--- src/rtl/airi5c_lsu_align_if.sv ---
// Request/response and data-bus signal bundle for the load/store alignment unit.
// Signal names drop the _i/_o direction suffix; direction comes from the modport.
// The unit sits on the slave side; the core/memory environment is the master side.
interface airi5c_lsu_align_if #(
  parameter int XLEN = 32
);
  localparam int NB = XLEN / 8;

  // request from the EX/WB stage
  logic            req_valid;
  logic            req_ready;
  logic            req_we;
  logic [1:0]      req_size;
  logic            req_unsigned;
  logic [XLEN-1:0] req_addr;
  logic [XLEN-1:0] req_wdata;

  // data-memory bus beat
  logic            bus_valid;
  logic            bus_ready;
  logic            bus_we;
  logic [XLEN-1:0] bus_addr;
  logic [NB-1:0]   bus_be;
  logic [XLEN-1:0] bus_wdata;
  logic [XLEN-1:0] bus_rdata;

  // response back to the pipeline
  logic            rsp_valid;
  logic [XLEN-1:0] rsp_rdata;
  logic            rsp_err;

  modport slave (
    input  req_valid, req_we, req_size, req_unsigned, req_addr, req_wdata,
    output req_ready,
    output bus_valid, bus_we, bus_addr, bus_be, bus_wdata,
    input  bus_ready, bus_rdata,
    output rsp_valid, rsp_rdata, rsp_err
  );

  modport master (
    output req_valid, req_we, req_size, req_unsigned, req_addr, req_wdata,
    input  req_ready,
    input  bus_valid, bus_we, bus_addr, bus_be, bus_wdata,
    output bus_ready, bus_rdata,
    input  rsp_valid, rsp_rdata, rsp_err
  );
endinterface

--- src/rtl/airi5c_lsu_align.sv ---
// Load/store alignment unit: lane-aligns store data, builds byte enables,
// splits line-crossing accesses into two bus beats (or flags them as errors)
// and merges/extends load data into a registered one-cycle response.
module airi5c_lsu_align #(
  parameter int XLEN        = 32,
  parameter bit MISALIGN_EN = 1'b1
) (
  input logic               clk_i,
  input logic               rst_ni,
  airi5c_lsu_align_if.slave io
);

  localparam int NB   = XLEN / 8;
  localparam int OFFW = $clog2(NB);
  localparam int IW   = $clog2(XLEN);

  typedef enum logic [2:0] {
    S_IDLE,
    S_BEAT0,
    S_BEAT1,
    S_RESP,
    S_ERR
  } state_e;

  state_e          state_q, state_d;
  logic [XLEN-1:0] addr_q, addr_d;
  logic [XLEN-1:0] wdata_q, wdata_d;
  logic [XLEN-1:0] lo_q, lo_d;
  logic [XLEN-1:0] hi_q, hi_d;
  logic [XLEN-1:0] rdata_q, rdata_d;
  logic [1:0]      size_q, size_d;
  logic            uns_q, uns_d;
  logic            we_q, we_d;
  logic            split_q, split_d;

  // decode of the incoming request (only meaningful on accept)
  logic [OFFW-1:0] req_off;
  logic [4:0]      req_bytes;
  logic            req_split;
  logic            req_illegal;

  assign req_off     = io.req_addr[OFFW-1:0];
  assign req_bytes   = 5'd1 << io.req_size;
  assign req_split   = (5'(req_off) + req_bytes) > 5'(NB);
  assign req_illegal = (XLEN == 32) && (io.req_size == 2'b11);

  // decode of the registered request
  logic [OFFW-1:0]   off_q;
  logic [4:0]        bytes_q;
  logic [OFFW+2:0]   shamt;
  logic [XLEN-1:0]   beat0_addr;
  logic [XLEN-1:0]   beat1_addr;
  logic [2*NB-1:0]   be_base;
  logic [2*NB-1:0]   be_full;
  logic [2*XLEN-1:0] wdata_sh;

  assign off_q      = addr_q[OFFW-1:0];
  assign bytes_q    = 5'd1 << size_q;
  assign shamt      = {off_q, 3'b000};
  assign beat0_addr = {addr_q[XLEN-1:OFFW], {OFFW{1'b0}}};
  assign beat1_addr = beat0_addr + XLEN'(NB);
  assign be_base    = ((2*NB)'(1) << bytes_q) - (2*NB)'(1);
  assign be_full    = be_base << off_q;
  assign wdata_sh   = {{XLEN{1'b0}}, wdata_q} << shamt;

  // Load merge works on the buffers as they will be after this cycle's beat,
  // so the final merged value can be registered on the last bus_ready edge.
  logic [XLEN-1:0] merge_lo;
  logic [XLEN-1:0] merge_hi;
  logic [XLEN-1:0] raw;
  logic [XLEN-1:0] merged;
  logic [IW-1:0]   sbit_idx;
  logic            sign_fill;

  assign merge_lo  = (state_q == S_BEAT0) ? io.bus_rdata : lo_q;
  assign merge_hi  = (state_q == S_BEAT1) ? io.bus_rdata :
                     (state_q == S_BEAT0) ? '0 : hi_q;
  assign raw       = XLEN'({merge_hi, merge_lo} >> shamt);
  assign sbit_idx  = IW'({bytes_q - 5'd1, 3'b111});
  assign sign_fill = !uns_q && (bytes_q != 5'(NB)) && raw[sbit_idx];

  generate
    for (genvar gi = 0; gi < NB; gi++) begin : g_lane
      assign merged[8*gi +: 8] = (5'(gi) < bytes_q) ? raw[8*gi +: 8] :
                                 (sign_fill ? 8'hFF : 8'h00);
    end
  endgenerate

  assign io.rsp_rdata = rdata_q;

  // FSM next state, request capture, beat generation and response strobes
  always_comb begin
    state_d = state_q;
    addr_d  = addr_q;
    wdata_d = wdata_q;
    size_d  = size_q;
    uns_d   = uns_q;
    we_d    = we_q;
    split_d = split_q;
    lo_d    = lo_q;
    hi_d    = hi_q;
    rdata_d = rdata_q;

    io.req_ready = 1'b0;
    io.bus_valid = 1'b0;
    io.bus_we    = 1'b0;
    io.bus_addr  = '0;
    io.bus_be    = '0;
    io.bus_wdata = '0;
    io.rsp_valid = 1'b0;
    io.rsp_err   = 1'b0;

    case (state_q)
      S_IDLE: begin
        io.req_ready = 1'b1;
        if (io.req_valid) begin
          addr_d  = io.req_addr;
          wdata_d = io.req_wdata;
          size_d  = io.req_size;
          uns_d   = io.req_unsigned;
          we_d    = io.req_we;
          split_d = req_split;
          if ((req_split && !MISALIGN_EN) || req_illegal) begin
            rdata_d = '0;
            state_d = S_ERR;
          end else begin
            state_d = S_BEAT0;
          end
        end
      end

      S_BEAT0: begin
        io.bus_valid = 1'b1;
        io.bus_we    = we_q;
        io.bus_addr  = beat0_addr;
        io.bus_be    = be_full[NB-1:0];
        io.bus_wdata = wdata_sh[XLEN-1:0];
        if (io.bus_ready) begin
          lo_d = io.bus_rdata;
          hi_d = '0;
          if (split_q) begin
            state_d = S_BEAT1;
          end else begin
            rdata_d = we_q ? '0 : merged;
            state_d = S_RESP;
          end
        end
      end

      S_BEAT1: begin
        io.bus_valid = 1'b1;
        io.bus_we    = we_q;
        io.bus_addr  = beat1_addr;
        io.bus_be    = be_full[2*NB-1:NB];
        io.bus_wdata = wdata_sh[2*XLEN-1:XLEN];
        if (io.bus_ready) begin
          hi_d    = io.bus_rdata;
          rdata_d = we_q ? '0 : merged;
          state_d = S_RESP;
        end
      end

      S_RESP: begin
        io.rsp_valid = 1'b1;
        state_d      = S_IDLE;
      end

      S_ERR: begin
        io.rsp_valid = 1'b1;
        io.rsp_err   = 1'b1;
        state_d      = S_IDLE;
      end

      default: state_d = S_IDLE;
    endcase
  end

  // state and datapath registers; reset abandons any in-flight beat
  always_ff @(posedge clk_i) begin
    if (!rst_ni) begin
      state_q <= S_IDLE;
      addr_q  <= '0;
      wdata_q <= '0;
      size_q  <= '0;
      uns_q   <= 1'b0;
      we_q    <= 1'b0;
      split_q <= 1'b0;
      lo_q    <= '0;
      hi_q    <= '0;
      rdata_q <= '0;
    end else begin
      state_q <= state_d;
      addr_q  <= addr_d;
      wdata_q <= wdata_d;
      size_q  <= size_d;
      uns_q   <= uns_d;
      we_q    <= we_d;
      split_q <= split_d;
      lo_q    <= lo_d;
      hi_q    <= hi_d;
      rdata_q <= rdata_d;
    end
  end

endmodule

--- src/flat_wrapper.sv ---
// flat-port wrapper written by rule: the top's interface ports become plain ports
module airi5c_lsu_align_flat 
#(
  parameter int XLEN        = 32,
  parameter bit MISALIGN_EN = 1'b1
)
  (clk_i, rst_ni, io_req_valid, io_req_we, io_req_size, io_req_unsigned, io_req_addr, io_req_wdata, io_req_ready, io_bus_valid, io_bus_we, io_bus_addr, io_bus_be, io_bus_wdata, io_bus_ready, io_bus_rdata, io_rsp_valid, io_rsp_rdata, io_rsp_err);
  airi5c_lsu_align_if #(.XLEN(XLEN)) io_i ();
  input logic clk_i;
  input logic rst_ni;
  input wire logic [$bits(io_i.req_valid)-1:0] io_req_valid;
  input wire logic [$bits(io_i.req_we)-1:0] io_req_we;
  input wire logic [$bits(io_i.req_size)-1:0] io_req_size;
  input wire logic [$bits(io_i.req_unsigned)-1:0] io_req_unsigned;
  input wire logic [$bits(io_i.req_addr)-1:0] io_req_addr;
  input wire logic [$bits(io_i.req_wdata)-1:0] io_req_wdata;
  output wire logic [$bits(io_i.req_ready)-1:0] io_req_ready;
  output wire logic [$bits(io_i.bus_valid)-1:0] io_bus_valid;
  output wire logic [$bits(io_i.bus_we)-1:0] io_bus_we;
  output wire logic [$bits(io_i.bus_addr)-1:0] io_bus_addr;
  output wire logic [$bits(io_i.bus_be)-1:0] io_bus_be;
  output wire logic [$bits(io_i.bus_wdata)-1:0] io_bus_wdata;
  input wire logic [$bits(io_i.bus_ready)-1:0] io_bus_ready;
  input wire logic [$bits(io_i.bus_rdata)-1:0] io_bus_rdata;
  output wire logic [$bits(io_i.rsp_valid)-1:0] io_rsp_valid;
  output wire logic [$bits(io_i.rsp_rdata)-1:0] io_rsp_rdata;
  output wire logic [$bits(io_i.rsp_err)-1:0] io_rsp_err;
  assign io_i.req_valid = io_req_valid;
  assign io_i.req_we = io_req_we;
  assign io_i.req_size = io_req_size;
  assign io_i.req_unsigned = io_req_unsigned;
  assign io_i.req_addr = io_req_addr;
  assign io_i.req_wdata = io_req_wdata;
  assign io_req_ready = io_i.req_ready;
  assign io_bus_valid = io_i.bus_valid;
  assign io_bus_we = io_i.bus_we;
  assign io_bus_addr = io_i.bus_addr;
  assign io_bus_be = io_i.bus_be;
  assign io_bus_wdata = io_i.bus_wdata;
  assign io_i.bus_ready = io_bus_ready;
  assign io_i.bus_rdata = io_bus_rdata;
  assign io_rsp_valid = io_i.rsp_valid;
  assign io_rsp_rdata = io_i.rsp_rdata;
  assign io_rsp_err = io_i.rsp_err;
  airi5c_lsu_align #(.XLEN(XLEN), .MISALIGN_EN(MISALIGN_EN)) u_core (.clk_i(clk_i), .rst_ni(rst_ni), .io(io_i));
endmodule
--- config.mk ---
export PLATFORM = sky130hd
export DESIGN_NAME = airi5c_lsu_align_flat
export DESIGN_NICKNAME = d
export VERILOG_FILES = /design/src/rtl/airi5c_lsu_align_if.sv /design/src/rtl/airi5c_lsu_align.sv /design/src/flat_wrapper.sv
export SDC_FILE = /design/constraint.sdc
export NUM_CORES = 1
export LEC_CHECK = 0
export ABC_AREA = 0
export BUFFER_PORTS_ARGS = -buffer_cell sky130_fd_sc_hd__buf_2
export CAP_MARGIN = 5
export CORE_MARGIN = 3
export CORE_UTILIZATION = 30
export CTS_CLUSTER_DIAMETER = 200
export DETAILED_ROUTE_END_ITERATION = 8
export HOLD_SLACK_MARGIN = 0.03
export MAX_ROUTING_LAYER = met4
export PLACE_DENSITY = 0.52
export SYNTH_ARGS = -nofsm -noshare
export SYNTH_HDL_FRONTEND = slang
export SYNTH_SLANG_ARGS = --single-unit
--- constraint.sdc ---
create_clock -name clk_i -period 8.2 [get_ports clk_i]
set_input_delay 2.05 -clock clk_i [delete_from_list [all_inputs] [get_ports clk_i]]
set_output_delay 2.05 -clock clk_i [all_outputs]
set_load 0.05 [all_outputs]
Word-level counts from Yosys, hierarchy flattened
Cells that the tools add are included.
{"block": "totals", "regBits": 168, "output_inout_bits": 105, "wordCells": 84}
{"block": "classes", "add_sub_neg": 4, "order_cmp": 6, "n_eq_ne": 11, "n_shift": 6, "mux": 34, "n_reduce_logical": 13}
{"cell": "2-to-1 mux 32 bit", "count": 11}
{"cell": "case mux 32 bit (2 select lines)", "count": 3}
{"cell": "case mux 32 bit (3 select lines)", "count": 1}
{"cell": "<< shifter 32 x 5 -> 64 bit", "count": 1}
{"cell": ">> shifter 64 x 5 -> 32 bit", "count": 1}
{"cell": "2-to-1 mux 8 bit", "count": 5}
{"cell": "adder 32 x 3 -> 32 bit (second input constant)", "count": 1}
{"cell": "2-to-1 mux 3 bit", "count": 4}
{"cell": "< comparator 1 x 5 -> 1 bit (first input constant)", "count": 2}
{"cell": "< comparator 2 x 5 -> 1 bit (first input constant)", "count": 2}
{"cell": "<< shifter 1 x 2 -> 5 bit (first input constant)", "count": 2}
{"cell": "case mux 3 bit (3 select lines)", "count": 1}
{"cell": "!= test 2 bit (second input constant)", "count": 4}
{"cell": "case mux 4 bit (2 select lines)", "count": 1}
{"cell": "<< shifter 1 x 5 -> 8 bit (first input constant)", "count": 1}
{"cell": "<< shifter 8 x 2 -> 8 bit", "count": 1}
{"cell": "subtractor 8 x 2 -> 8 bit (second input constant)", "count": 1}
{"cell": "2-to-1 mux 1 bit", "count": 7}
{"cell": "equality test 3 x 2 -> 1 bit (second input constant)", "count": 2}
{"cell": "< comparator 5 x 6 -> 1 bit (second input constant)", "count": 1}
{"cell": "AND reduction 3 bit", "count": 2}
{"cell": "AND reduction 6 bit", "count": 1}
{"cell": "adder 2 x 5 -> 5 bit", "count": 1}
{"cell": "greater-than comparator 5 x 3 -> 1 bit (second input constant)", "count": 1}
{"cell": "other kinds (14)", "count": 17}

Logic depth before layout (Yosys ltp)
Gate-level depths: netlist of the first run.
{"block": "depth", "ltp_word": 13, "mapped_depth": 11, "mapped_depth_nobuf": 9}

Worst setup path before layout of the first run
OpenSTA, ideal clock, no wires.
{"block": "synth_timing", "path_kind": "reg-to-output", "start": "reg u_core.state_q[2]", "end": "out io_bus_addr[4]", "arrival_time_ps": 2857, "path_slack_ps": 3293, "path_stages_with_launch": 9, "path_buffers": 5, "cell_sequence": "dfxtp_1 > buf_2 > buf_2 > nor3b_2 > buf_4 > buf_2 > buf_1 > nand2_1 > o21ai_0"}
{"block": "synth_via", "elab_chain_len": 2, "word_cells_on_any_way": 3, "cone_classes": "eq/ne (2); mux (1)"}
{"item": "from (decl)", "line_no": "airi5c_lsu_align.sv:25", "text": "state_e state_q, state_d;"}
{"item": "from (signal assigned)", "line_no": "airi5c_lsu_align.sv:192", "text": "state_q <= state_d;"}
{"item": "equality test 3 x 2 -> 1 bit / equality test 3 x 1 -> 1 bit (equally long branches)", "line_no": "airi5c_lsu_align.sv:113", "text": "case (state_q)"}
{"item": "case mux 32 bit (2 select lines) (*)", "line_no": "airi5c_lsu_align.sv:113"}
{"item": "to (decl)", "line_no": "flat_wrapper.sv:20", "text": "output wire logic [$bits(io_i.bus_addr)-1:0] io_bus_addr;"}
Every way passes the cells marked *; elsewhere a longest branch is shown, timed or not.

Worst setup path in the final report of the first run
{"block": "layout_timing", "start": "reg u_core.state_q[2]", "end": "out io_bus_wdata[5]"}
{"block": "layout_via", "elab_chain_len": 2, "word_cells_on_any_way": 3, "cone_classes": "eq/ne (2); mux (1)"}
{"item": "equality test 3 x 2 -> 1 bit / equality test 3 x 1 -> 1 bit (equally long branches)", "line_no": "airi5c_lsu_align.sv:113"}
{"item": "case mux 32 bit (2 select lines) (*)", "line_no": "airi5c_lsu_align.sv:113"}
{"item": "to (decl)", "line_no": "flat_wrapper.sv:22", "text": "output wire logic [$bits(io_i.bus_wdata)-1:0] io_bus_wdata;"}
Marks and branches as above.

==> metrics, run 1 <==
status=completed; Routability Congestion=0.935; Post-Syn Area=9480 µm²; critical path's largest stage delay=1.00 ns; Core Footprint=30900 µm²; Power, Total=2.20 mW; pre-CTS WS=2.89 ns; #FFs+latches synth=160; LEAKAGE=4.36 nW; CP max FO=27; largest net degree at the start of global routing=83; DRC=0; Mapped Cells=1235; post-cts gate resize count=0; Setup WS post-layout=2.48 ns; CP cell instances=nor3b_4 > nand2_1 > nor2_1 > nand2_1 > o21ai_0 > buf_2; Synth Flop Type=dfxtp_1; I/O pin count=209; hold endpoint=u_core.io.rsp_rdata[15]; clock sinks=160; port buffer count=206; drt first pass iters=6; vias post-DR=9547; worst slew pin tran=1.15 ns; Placed Instance Area=10700 µm²; CTS Buffer Depth=2; final setup TNS=0 ns; Max Clock Freq=175 MHz; FF-to-FF setup slack=4.22 ns; Critical-path top delay cell=nor3b_4; first-pass GRT wire length=52.0 mm; GRT Residual Overflow=0; CP most frequent cell=nand2_1; cts bufs inserted=17; crit path time final=5.72 ns; Setup violations, final=0; Initial DRC Count=695; critical path required time=6.15 ns; P per Cell Area=195 nW/µm²; CTS Hold Buffers Added=0; Detailed Route WL=33.9 mm; VDD IR-drop max=0.000136 V; fin crit share=69.8%; Total GRT Usage=20.1%; Yosys warnings=0; Root Buffer=clkbuf_16; Vias per Instance=5.34; slew margin rel.=23.2%; count of flip-flops with a built-in enable after synthesis=0; number of global-route vias before repair=8817; nets=1479; Avg WL per Cell=19.0 µm; crit start category=register; cell row count=64; Setup Skew=0.0180 ns; Synth cell types=66; worst r2r path cells=7; P&R area growth vs syn=19.2%; Worst Setup Path Type=reg -> out; remaining antenna violation count=0; Hold Vio Cnt, Final=0; reg2reg end=u_core.io.rsp_rdata[14]; Worst-path clk slew=0.07 ns; CTS tree=built; HPWL Detailed=23.6 mm; sequential-to-total area share from yosys stat=33.8%; Crit Reg-Reg Startpoint=u_core.state_q[2]; Initial Util=30.7%; ys async rst share=0%; Fill cells=3253; WP data arrival=3.67 ns; H-Tree Level Count=4; syn avg cell area=7.68 µm²; max-slew violations=0; Hold Path Depth=2; HP Class=reg -> reg; RSZ-0062 raised after global routing=no; die outline height=184 µm; number of max-cap violations=0; worst hold slack=0.439 ns; initial antenna violation count=6; share of cells above drive strength 1=22.0%; clk_lat worst skew=0.43 ns; Die X=184 µm; CP Capture Type=primary output; commonest non-fill, non-tap cell in the layout=nand2_1; most frequent cells in the layout=325 x nand2_1, 206 x buf_2, 158 x a21oi_1, 158 x dfxtp_1, 70 x mux2i_1; postcts setup bufs=0; hold wc startpoint=u_core.io.rsp_rdata[15]; Die Area=33800 µm²; post-route cell area=11300 µm²
==> where the power goes <==
part           switching [mW]  leakage (nW)  internal [mW]  total (mW)
Sequential             0.0491          1.30          0.816       0.865
Combinational           0.339          2.76          0.155       0.494
Clock                   0.375         0.292          0.469       0.844
==> worst max path at each step <==
stage / start / endpoint
global placement: u_core.state_q[2] / io_bus_wdata[5]
detailed placement: u_core.state_q[2] / io_bus_wdata[5]
finish: u_core.state_q[2] / io_bus_wdata[5]
floorplan: u_core.state_q[2] / io_bus_addr[4]
global route: u_core.state_q[2] / io_bus_wdata[5]
CTS: u_core.state_q[2] / io_bus_wdata[5]
==> cell families after synthesis <==
kind of cell | Yosys count | synth area share [%]
compound gates | 317 | 20.1
simple gates | 521 | 25.0
flops | 160 | 33.8
mux | 103 | 14.0
buf+inv | 116 | 5.29
other cells | 1 | 0.0395
xor+xnor | 13 | 1.20
fa+ha+maj | 4 | 0.607
==> synthesized netlist by cell type, types with 9 or more instances <==
master	instances	area share, %
a221oi_1	21	1.9
mux2i_1	70	7.4
a22oi_1	16	1.3
nor3_1	20	1.1
nand2_1	326	13
a21oi_1	158	8.3
buf_2	17	0.90
nor3b_1	16	1.3
nand4_1	14	0.92
and2_1	16	1.1
nand3_1	43	2.3
mux2_2	9	1.1
o22ai_1	10	0.66
and3_1	19	1.3
clkbuf_1	63	2.5
o21ai_0	66	3.5
nor2_1	36	1.4
mux4_2	23	5.5
buf_1	14	0.55
inv_1	10	0.40
dfxtp_1	160	34
==> final cells by class <==
cell class	instances	area (µm²)	share of cell area [%]
inverter	13	51.3	0.454
multi-input combinational	960	5790	51.2
antenna	7	17.5	0.155
sequential	160	3210	28.4
clock inverter	14	176	1.56
tap	396	495	4.38
clock buffer	18	439	3.88
timing repair buffer	219	1130	9.98
==> worst max-delay path, delay by kind of cell (launching register included) <==
kind / cells / cell delay [ns]
AND/OR/NAND/NOR: 4 / 2.27
flip-flops: 1 / 0.51
buffers and inverters: 1 / 0.32
AO/OA/AOI/OAI: 1 / 0.13
==> per-layer routing <==
layer | vias to the layer above | global-route usage (%) | part of all wire (%)
met4 | 0 | 4.81 | 1.6
met5 | - | - | 0
li1 | 4674 | - | -
met3 | 33 | 4.23 | 6.4
met2 | 320 | 29.8 | 45
met1 | 4520 | 28.0 | 47
==> through the flow <==
| stage | utilization (%) | cells |
|---|---|---|
| after floorplan | - | 1236 |
| after global placement | 34.5 | 1748 |
| after detailed placement | 34.5 | 1748 |
| after CTS | 36.5 | 1780 |
| after global routing | 36.6 | 1786 |
| final | 36.6 | 1787 |
==> registers in the layout, indices dropped and copies added (netlist names) <==
register and cells:
u_core.addr_q 32, u_core.io.rsp_rdata 32, u_core.lo_q 32, u_core.wdata_q 32, u_core.hi_q 24, u_core.state_q 3
u_core.size_q 2, u_core.split_q 1, u_core.uns_q 1, u_core.we_q 1
(Power assumes the default switching activity.)
==> inputs of run 2 (changes only) <==
Settings changed: ABC_AREA 0 to 1.
Clock period 8.2 ns to 5.8 ns, I/O delays scaled along.
==> run 2 against run 1 <==
  * Utilization rose by 0.16 points
  * Hold slack better by 0.013 ns
  * Combinational power rose to 5.9 times the previous value
  * Synthesized area is 3.2% lower
  * Sequential share of layout area rose by 0.85 points
  * Global-route usage is 0.38 points higher
  * Cell area decreased by 2.9%
  * Power grew to 2.5 times the previous value
  * Wire length fell by 1.2%
  * Sequential power increased by 77%
  * Synthesized cell count is 17% higher
  * Register-to-register slack got worse by 2.2 ns
  * Largest cell class unchanged
==> metrics, run 2 <==
Setup violations, final=0; HP Class=reg -> reg; critical path required time=4.35 ns; max-slew violations=0; CP Capture Type=primary output; LEAKAGE=4.62 nW; CTS tree=built; status=completed; Die Area=32700 µm²; critical path's largest stage delay=0.60 ns; Critical-path top delay cell=buf_4; VDD IR-drop max=0.000214 V; Worst Setup Path Type=reg -> out; Total GRT Usage=20.5%; Yosys warnings=0; fin crit share=75.5%; sequential-to-total area share from yosys stat=34.9%; worst r2r path cells=13; Max Clock Freq=228 MHz; sequential power share=27.4%; dominant cell type by area after synthesis=dfxtp_1; most frequent cells in the layout=337 x nand2_1, 206 x buf_2, 205 x o21ai_0; crit path time final=4.38 ns; Post-Syn Area=9180 µm²; number of max-cap violations=0; Synth cell types=43; commonest non-fill, non-tap cell in the layout=nand2_1; cts bufs inserted=17; Avg WL per Cell=16.8 µm; cell row count=63; Detailed Route WL=33.5 mm; hold wc startpoint=u_core.lo_q[1]; share of cells above drive strength 1=17.4%; CTS Hold Buffers Added=0; CP max FO=59; Root Buffer=clkbuf_16; reg2reg end=u_core.io.rsp_rdata[2]; Synth area leaders=dfxtp_1 35%, nand2_1 14%, o21ai_0 11%, a21oi_1 11%, inv_1 5.8%; Pint=2.71 mW; ys async rst share=0%; slew margin rel.=33.4%; Initial Util=30.7%; clk_lat worst skew=0.43 ns; Fill cells=3258; die outline height=181 µm; HPWL Detailed=24.1 mm; Hold Vio Cnt, Final=0; Hold Path Depth=2; Mapped Cells=1440; count of flip-flops with a built-in enable after synthesis=0; initial antenna violation count=4; Seq. cell area=3200 µm²; P per Cell Area=509 nW/µm²; remaining antenna violation count=0; Die X=181 µm; clock sinks=160; FF-to-FF setup slack=2.06 ns; Core Footprint=29900 µm²; Metal-1 WL=16.1 mm; largest net degree at the start of global routing=110; first-pass GRT wire length=52.5 mm; top routing layer in use=met4; Clk pwr share=20.7%; WP data arrival=2.93 ns; Setup Skew=0.0197 ns; syn avg cell area=6.38 µm²; vias post-DR=10.1k; H-Tree Level Count=4; final setup TNS=0 ns; I/O pin count=209; #FFs+latches synth=160; GRT Residual Overflow=0; area occupied by multi-input gates=4990 µm²; CTS Buffer Depth=2; combinational share of power=51.9%; most frequent cells after synthesis=338 x nand2_1, 205 x o21ai_0, 201 x a21oi_1; most frequent cell after synthesis=nand2_1; port buffer count=206; number of global-route vias before repair=9322; Routability Congestion=0.893; nets=1687; worst slew pin tran=0.999 ns; RSZ-0062 raised after global routing=no; crit start category=register; drt first pass iters=5; post-cts gate resize count=0; worst hold slack=0.452 ns; Sw Share=51.5%; postcts setup bufs=0; Synth Flop Type=dfxtp_1; Crit Reg-Reg Startpoint=u_core.state_q[2]; wire length on met2=14.5 mm; DRC=0; Vias per Instance=5.08; metal3 WL=2.26 mm; P&R area growth vs syn=19.5%; CP cell instances=nor2_2 > nand2_2 > buf_4 > nand2_1 > buf_2; Worst-path clk slew=0.07 ns; Initial DRC Count=721; NetSw=2.88 mW; hold endpoint=u_core.lo_q[1]; share of the synthesized area in the top cell type=34.9%
## run 2: cell types whose count changed in the layout (fill, tap and decap cells not counted), moves of 33 or more
cell / previous run / this run
a21oi_1: 158 / 201
inv_1: 9 / 141
mux2i_1: 70 / 1
nand3_1: 43 / 76
nor2_1: 36 / 72
o21ai_0: 66 / 205
## run 2: cell type report
class                      count  area share [%]
clock inverter                11            1.19
multi-input combinational   1033            45.5
antenna                        5           0.114
sequential                   160            29.2
tap                          390            4.45
inverter                     147            5.03
timing repair buffer         220            10.4
clock buffer                  20            4.16
## run 2: critical path, delay by kind of cell (launching register included)
family | cells | cell delay (ns)
simple gates | 3 | 1.04
buf+inv | 2 | 0.98
flops | 1 | 0.47
## run 2: logic make-up (layout without fill, tap and decap cells)
kind of cell	count (synthesis)	after routing	synth area share, %
AOI/OAI and AO/OA	495	495	29.0
xor gates and xnor gates	4	4	0.382
adders and majority gates	4	4	0.627
buffers and inverters	248	398	10.9
DFF	160	160	34.9
muxes	1	1	0.109
other	1	7	0.0408
and+or+nand+nor	527	527	24.1
## run 2: worst max path at each step
| stage | slack (ns) | depth (start not counted) | startpoint | to |
|---|---|---|---|---|
| final | 1.42 | 5 | u_core.state_q[2] | io_bus_valid |
| after global routing | 1.20 | 5 | u_core.state_q[2] | io_bus_valid |
| after CTS | 1.42 | 5 | u_core.state_q[2] | io_bus_valid |
| after detailed placement | 1.87 | 5 | u_core.state_q[2] | io_bus_valid |
| after global placement | 1.94 | 7 | u_core.state_q[2] | io_bus_wdata[20] |
| after floorplan | 1.85 | 8 | u_core.state_q[2] | io_bus_wdata[0] |
## run 2: per-stage QoR
step	total power, mW	area (µm²)	std cells	setup slack (ns)	utilization (%)
final	5.58	11000	1986	1.42	36.7
after global routing	5.97	11000	1985	1.20	36.7
after CTS	5.60	11000	1981	1.42	36.7
after detailed placement	4.43	10400	1950	1.87	34.7
after global placement	4.43	10400	1950	1.94	34.7
after floorplan	3.66	9190	1441	1.85	-
## run 2: metal layers
metal	up-vias	GRT usage [%]
li1	5095	-
met1	4558	28.6
met2	394	30.4
met3	41	4.11
met4	0	5.00
met5	-	-
## run 2: power by group through the flow
stage | clock network, mW | registers (mW) | logic, mW
finish | 1.16 | 1.53 | 2.89
global route | 1.23 | 1.56 | 3.18
CTS | 1.18 | 1.53 | 2.89
detailed placement | 0 | 1.55 | 2.89
global placement | 0 | 1.54 | 2.89
floorplan | 0 | 1.60 | 2.07
